## src/rtl/cpu_pkg.sv

```systemverilog
// Types and constants shared by the front end (fetch_unit) and control_unit.
package cpu_pkg;

    typedef logic [3:0] op_t;

    localparam op_t OP_NOP    = 4'h0;
    localparam op_t OP_ALU    = 4'h1;
    localparam op_t OP_ALUI   = 4'h2;
    localparam op_t OP_LOAD   = 4'h3;
    localparam op_t OP_STORE  = 4'h4;
    localparam op_t OP_BRANCH = 4'h5;
    localparam op_t OP_JUMP   = 4'h6;

    typedef enum logic {
        RUN   = 1'b0,
        FLUSH = 1'b1
    } fetch_state_t;

    localparam logic [31:0] DEFAULT_RESET_PC = 32'h0000_0000;

endpackage

```

## src/rtl/fetch_queue.sv

```systemverilog
// Two-entry shift-register FIFO; entry 0 is always the head so the head output
// comes straight from flops.
module fetch_queue #(
    parameter int W = 64
) (
    input  logic         clk,
    input  logic         rst,
    input  logic         push,
    input  logic         pop,
    input  logic         flush,
    input  logic [W-1:0] din,
    output logic [1:0]   count,
    output logic [W-1:0] head
);

    logic [W-1:0] e1;

    always_ff @(posedge clk) begin
        if (rst) begin
            count <= 2'd0;
            head  <= '0;
            e1    <= '0;
        end else if (flush) begin
            count <= 2'd0;
        end else begin
            case ({push, pop})
                2'b10: begin
                    if (count == 2'd0) head <= din;
                    else               e1   <= din;
                    count <= count + 2'd1;
                end
                2'b01: begin
                    head  <= e1;
                    count <= count - 2'd1;
                end
                2'b11: begin
                    if (count == 2'd1) begin
                        head <= din;
                    end else begin
                        head <= e1;
                        e1   <= din;
                    end
                end
                default: ;
            endcase
        end
    end

    // The issue logic upstream must keep the queue from ever overfilling.
    assert property (@(posedge clk) disable iff (rst)
        !(push && !pop && !flush && count == 2'd2));

endmodule

```

## src/rtl/fetch_unit.sv

```systemverilog
// Instruction fetch: owns the PC, keeps one request in flight to instruction
// memory, buffers returned words in a 2-entry queue and handles redirects.
module fetch_unit
    import cpu_pkg::*;
#(
    parameter int                ADDR_W   = 32,
    parameter int                INSTR_W  = 32,
    parameter int                OP_LSB   = 28,
    parameter logic [ADDR_W-1:0] RESET_PC = ADDR_W'(DEFAULT_RESET_PC),
    parameter int                PC_STEP  = 4
) (
    input  logic               clk,
    input  logic               rst,
    output logic               imem_req,
    output logic [ADDR_W-1:0]  imem_addr,
    input  logic               imem_rvalid,
    input  logic [INSTR_W-1:0] imem_rdata,
    input  logic               stall,
    input  logic               branch_taken,
    input  logic [ADDR_W-1:0]  branch_target,
    output logic               instr_valid,
    output logic [INSTR_W-1:0] instr,
    output logic [ADDR_W-1:0]  instr_pc,
    output op_t                op
);

    localparam int ENTRY_W = INSTR_W + ADDR_W;

    fetch_state_t        state;
    logic [ADDR_W-1:0]   pc;
    logic [ADDR_W-1:0]   req_pc;
    logic                outstanding;
    logic                drop;
    logic [1:0]          q_count;
    logic [ENTRY_W-1:0]  q_head;
    logic                push;
    logic                pop;
    logic                out_after;
    logic [2:0]          occ;

    assign drop      = (state == FLUSH);
    assign pop       = instr_valid && !stall;
    assign push      = imem_rvalid && outstanding && !drop && !branch_taken;
    assign out_after = outstanding && !imem_rvalid;
    assign occ       = {1'b0, q_count} + {2'b00, push} - {2'b00, pop};

    // A stale response must come back before a new request can be matched to it.
    assign imem_req  = !rst && !branch_taken && !out_after && !(drop && !imem_rvalid)
                       && (occ < 3'd2);
    assign imem_addr = pc;

    always_ff @(posedge clk) begin
        if (rst) begin
            pc          <= RESET_PC;
            outstanding <= 1'b0;
            state       <= outstanding ? FLUSH : RUN;
        end else if (branch_taken) begin
            pc          <= branch_target;
            outstanding <= out_after;
            state       <= ((drop || outstanding) && !imem_rvalid) ? FLUSH : RUN;
        end else begin
            if (imem_rvalid) begin
                outstanding <= 1'b0;
                state       <= RUN;
            end
            if (imem_req) begin
                outstanding <= 1'b1;
                pc          <= pc + ADDR_W'(PC_STEP);
            end
        end
    end

    always_ff @(posedge clk) begin
        if (imem_req) req_pc <= pc;
    end

    fetch_queue #(.W(ENTRY_W)) u_queue (
        .clk   (clk),
        .rst   (rst),
        .push  (push),
        .pop   (pop),
        .flush (branch_taken),
        .din   ({imem_rdata, req_pc}),
        .count (q_count),
        .head  (q_head)
    );

    assign instr_valid = (q_count != 2'd0);
    assign instr       = q_head[ENTRY_W-1:ADDR_W];
    assign instr_pc    = q_head[ADDR_W-1:0];
    assign op          = instr[OP_LSB +: 4];

endmodule

```

## config.mk

```make
export PLATFORM = sky130hd
export DESIGN_NAME = fetch_unit
export DESIGN_NICKNAME = d
export VERILOG_FILES = /design/src/rtl/cpu_pkg.sv /design/src/rtl/fetch_queue.sv /design/src/rtl/fetch_unit.sv
export SDC_FILE = /design/constraint.sdc
export NUM_CORES = 1
export LEC_CHECK = 0
export ABC_AREA = 1
export ABC_CLOCK_PERIOD_IN_PS = 12700
export CORE_AREA = 4 4 123 125
export CTS_BUF_LIST = sky130_fd_sc_hd__clkbuf_4 sky130_fd_sc_hd__clkbuf_8
export CTS_CLUSTER_DIAMETER = 200
export DETAILED_ROUTE_END_ITERATION = 7
export DIE_AREA = 0 0 127 129
export DONT_BUFFER_PORTS = 1
export GPL_TIMING_DRIVEN = 1
export PLACE_DENSITY = 0.81
export SKIP_LAST_GASP = 1
export SLEW_MARGIN = 20
export SYNTH_ARGS = -nofsm -noshare
export SYNTH_HDL_FRONTEND = slang
export SYNTH_SLANG_ARGS = --single-unit
```

## constraint.sdc

```tcl
create_clock -name clk -period 12.7 [get_ports clk]
set_clock_uncertainty 0.05 [all_clocks]
set_input_delay 3.81 -clock clk [delete_from_list [all_inputs] [get_ports clk]]
set_output_delay 3.81 -clock clk [all_outputs]
set_load 0.005 [all_outputs]
```

== Yosys cells after proc, flatten, opt, wreduce, memory -nomap -nowiden ==
Cells that the tools add are included.
Operators by class
  equal/unequal tests: 7
  muxes and demuxes: 16
  reduce and logical (&&, ||, !) cells: 30
  bitwise gates (word level): 1
  add/sub/neg operators: 5
  magnitude comparators: 1
Operators by type and width (number)
  $mux 64: 4
  $pmux 64 s3: 1
  $pmux 64 s2: 1
  $mux 32: 2
  $add 32x3->32 const B: 1
  $logic_and 1x1->1: 11
  $reduce_bool 3->1: 3
  $reduce_bool 2->1: 4
  $logic_not 1->1: 7
  $mux 1: 7
  $eq 2x1->1 const B: 2
  $eq 2x2->1 const B: 2
  $ne 2x2->1 const B: 2
  $pmux 2 s2: 1
  $reduce_and 4->1: 1
  $add 2x1->3: 1
  $lt 3x2->1 const B: 1
  $reduce_and 3->1: 1
  $sub 3x1->3: 1
  $add 2x1->2 const B: 1
  $logic_not 2->1: 1
  $ne 2x1->1 const B: 1
  $reduce_or 2->1: 1
  $sub 2x1->2 const B: 1
  other kinds (2): 2
Storage, ports and cells
  register bits: 196
  output and inout port bits: 102
  word-level logic and storage cells: 67
  bits of input ports: 69

== Longest topological paths before layout ==
  depth in word-level cells: 9
  depth in mapped cells: 18
  gate-level depth less buffers: 15

== Cells and area by module ==
A second synthesis with hierarchy kept.
Unflattened totals
  cell total of the unflattened synthesis: 1426
  area, all modules: 10023.4 um2
By module, submodules not included
  fetch_queue: area each 6481.2 um2, cells each 947, times used 1, seq. area each 2602.5 um2
  fetch_unit: area each 3542.1 um2, cells each 479, times used 1, seq. area each 1651.6 um2

== Worst setup path after synthesis ==
Ideal clock, no wire load.
  path kind: in2out
  start: input port stall
  end: output port imem_req
  stages on the path: 12
  arrival time: 6.083 ns
  path buffers: 4
  slack: 2.757 ns
  required time: 8.840 ns
  path through: nor2_1 > buf_2 > buf_2 > ha_1 > or2_2 > fa_1 > inv_1 > nor2_2 > nand3_2 > inv_2 > buf_4 > buf_6
On the way
  word-level cells in the longest chain between the ends: 5
RTL lines
  start: declaration: RTL line fetch_unit.sv:18  | input logic stall,
  $logic_not 1->1: RTL line fetch_unit.sv:42  | assign pop = instr_valid && !stall;
  $logic_and 1x1->1: RTL line fetch_unit.sv:42
  $sub 3x1->3: RTL line fetch_unit.sv:45  | assign occ = {1'b0, q_count} + {2'b00, push} - {2'b00, pop};
  $lt 3x2->1: RTL line fetch_unit.sv:49  | && (occ < 3'd2);
  $logic_and 1x1->1: RTL line fetch_unit.sv:49
  end: declaration: RTL line fetch_unit.sv:14  | output logic imem_req,
Every way passes these cells.

== Worst setup path after layout ==
Ends and elaborated chain as after synthesis.

==> flow_metrics.py <==
metrics = {
    "status": {
        "outcome": "complete, no violations",
    },
    "synthesis": {
        "synth_top_area_frac": 0.3626,
        "ys_types": 33,
        "synth_most_common_cell": "nor2_1",
        "ys_seq_elements": 196,
        "async_reset_ff_frac": 0,
        "syn_nets": 1341,
        "synth_flop_cell": "dfxtp_1",
        "netlist_instances": 1264,
        "yosysTopAreaCell": "dfxtp_1",
        "yosysWarnings": 0,
        "synthTopCellsByArea": "dfxtp_1 36%, nor2_1 12%, nand2_1 12%",
        "syn_avg_cell_area_um2": 7.120,
        "ys_seq_area_frac": 0.4727,
        "synth_commonest_cells": "294 x nor2_1, 293 x nand2_1, 163 x dfxtp_1",
        "synth_area_mm2": 0.009000,
        "synth_enable_flop_cells": 33,
    },
    "layout": {
        "nets": 1290,
        "final_cell_area_mm2": 0.009256,
        "antenna_cells": 0,
        "areaGrowthSynthToFinish_pct": 2.850,
        "drive_above_1_share": 0.05057,
        "final_util": 0.6668,
    },
    "global_routing": {
        "grt-ovfl-total": 0,
        "grt_util_all_layers": 0.2606,
        "antenna_found_initial": 0,
        "grt_max_degree": 134,
        "grt_pass1_vias": 7255,
        "grt_pass1_wl_um": 35310,
    },
    "pwr": {
        "power.density_mw_per_mm2": 121.8,
        "ir_worst_vdd_mv": 0.07445,
        "power_w": 0.001128,
        "p_leak_nw": 3.688,
    },
    "critical_path": {
        "arrival_ns": 6.37,
        "slowest_stage": "buf_4",
        "cp-start-kind": "input pin",
        "cp_cell_sequence": "nor2_4, buf_4, ha_1, or2_2, fa_1, inv_1, nor2_2, nand3_2, inv_2",
        "crit_family": "simple AND/OR/NAND/NOR gates",
        "timing.critical_path.buf_inv": 3,
        "cpPeakStageDelay_ns": 0.58,
        "timing.rr.end": "imem_addr[16]",
        "crit_type": "in2out",
        "end_kind": "output pin",
        "crit_required_ns": 8.84,
        "critPathMaxFanout": 69,
        "rr_worst_depth": 14,
        "crit-reg2reg-launch": "u_queue.count[1]",
        "r2r_slack_ns": 8.24,
    },
    "floorplan": {
        "core_area_mm2": 0.01388,
        "dieArea_mm2": 0.01638,
        "start_util": 0.6484,
        "ios": 171,
        "die_y_um": 129,
        "die_w_um": 127,
        "rows": 43,
    },
    "clock_network": {
        "cts.hold.buffers_added": 0,
        "insertion_delay_ns": 0.47,
        "cts_buffer_depth": 2,
        "cts_sinks": 196,
        "tritoncts": "yes",
        "cts_resized": 0,
        "clkTransAtPathRegs_ns": 0.09,
        "cts-root-buf": "clkbuf_8",
        "post_cts_buffers": 0,
        "cts_max_level": 4,
        "cts_buffers": 17,
    },
    "route": {
        "wirelength_um": 20770,
        "drcViolationCount": 0,
        "wire_per_inst_um": 14.77,
        "drtIter0Drc": 685,
        "antenna_left": 0,
        "viasPerCell": 5.491,
        "first_pass_iters": 5,
        "vias": 7721,
    },
    "sta": {
        "layout_worst_path_cycle_share": 0.8057,
        "rsz0062_at_grt": "false",
        "fin_tns_setup_ns": 0,
        "setup_viol": 0,
        "final_hold_viol_count": 0,
        "slew_headroom": 0.4448,
        "max_freq_ghz": 0.09773,
        "fin_crit_ns": 10.23,
        "setup_ws_ns": 2.468,
        "worst_pin_slew_ns": 0.8328,
        "slew_violations": 0,
    },
    "placed_design": {
        "place_area_mm2": 0.008897,
        "pre_cts_ws_ns": 2.463,
        "io_buffers": 0,
        "gp_congestion": 0.9626,
        "dp_hpwl_um": 13470,
    },
    "worst_hold_path": {
        "hold_depth": 2,
        "hold_path_class": "reg2reg",
        "worstHoldStart": "u_queue.e1[33]",
        "hold_end": "u_queue.e1[33]",
    },
    "run": {
        "timing.max_cap.violations": 0,
    },
}
[report_power, final]
| part | switching, W | internal (W) |
|---|---|---|
| sequential | 0.0000264 | 0.000655 |
| combinational | 0.0000540 | 0.0000284 |
| clock | 0.000219 | 0.000145 |
[cell type report]
| class | count | area (um2) |
|---|---|---|
| fill | 1304 | 4624 |
| sequential | 196 | 4254 |
| multi-input combinational | 915 | 4074 |
| inverter | 76 | 292.8 |
| clock buffer | 19 | 255.2 |
| tap | 180 | 225.2 |
| clock inverter | 13 | 98.84 |
| timing repair buffer | 7 | 56.30 |
[sequential cells by signal, indices dropped and copies added (netlist names)]
signal	flops
u_queue.e1	64
u_queue.count	2
req_pc	32
drop	1
imem_addr	32
u_queue.head	64
outstanding	1
[layout by cell type, fill, tap and decap left out, types with 3 or more instances in the layout]
cell type / synthesis / routed
a21oi_1: 34 / 34
a31oi_1: 3 / 3
buf_4: 12 / 6
clkbuf_8: 0 / 18
clkinv_2: 0 / 4
clkinv_4: 1 / 5
dfxtp_1: 163 / 163
edfxtp_1: 33 / 33
ha_1: 7 / 7
inv_1: 69 / 69
inv_2: 6 / 4
inv_6: 0 / 3
nand2_1: 293 / 291
nand2_2: 3 / 4
nand3_1: 101 / 101
nor2_1: 294 / 293
nor2_4: 2 / 3
o21ai_0: 110 / 110
o21ai_1: 40 / 39
xnor2_1: 5 / 5
xor2_1: 9 / 9
[per-layer routing]
layer | track usage | vias up | wire length, um
li1 | - | 3929 | -
met1 | 0.3412 | 3474 | 9026
met2 | 0.4166 | 276 | 9536
met3 | 0.06808 | 42 | 1706
met4 | 0.1009 | 0 | 502
met5 | 0 | - | 0
[worst max path at each step]
stage,cells after the start,from,endpoint,slack [ns]
after CTS,9,stall,imem_req,2.47
after detailed placement,9,stall,imem_req,2.46
after global placement,9,stall,imem_req,2.51
final,9,stall,imem_req,2.47
after floorplan,12,stall,imem_req,2.76
after global routing,9,stall,imem_req,2.27
[cells by family (layout without fill, tap and decap cells)]
family | Yosys count | count (layout) | share of synthesized area
AND/OR/NAND/NOR | 702 | 702 | 0.3146
flip-flops | 196 | 196 | 0.4727
XOR/XNOR | 14 | 14 | 0.01362
buffers and inverters | 153 | 115 | 0.07883
AO/OA/AOI/OAI | 191 | 191 | 0.1083
adder cells (fa/ha/maj) | 8 | 8 | 0.01196
[per-stage QoR]
step	instances	hold WS (ns)
finish	1406	0.4387
global route	1406	0.4619
CTS	1406	0.4435
detailed placement	1374	0.4217
global placement	1374	0.4118
floorplan	1264	0.4044
[tightest hold or removal path, cell delays in order, from the launching register on]
cell,delay [ns]
dfxtp_1,0.33
nor2_1,0.04
nor2_1,0.08
No activity file was read; power rests on OpenSTA's default activity.
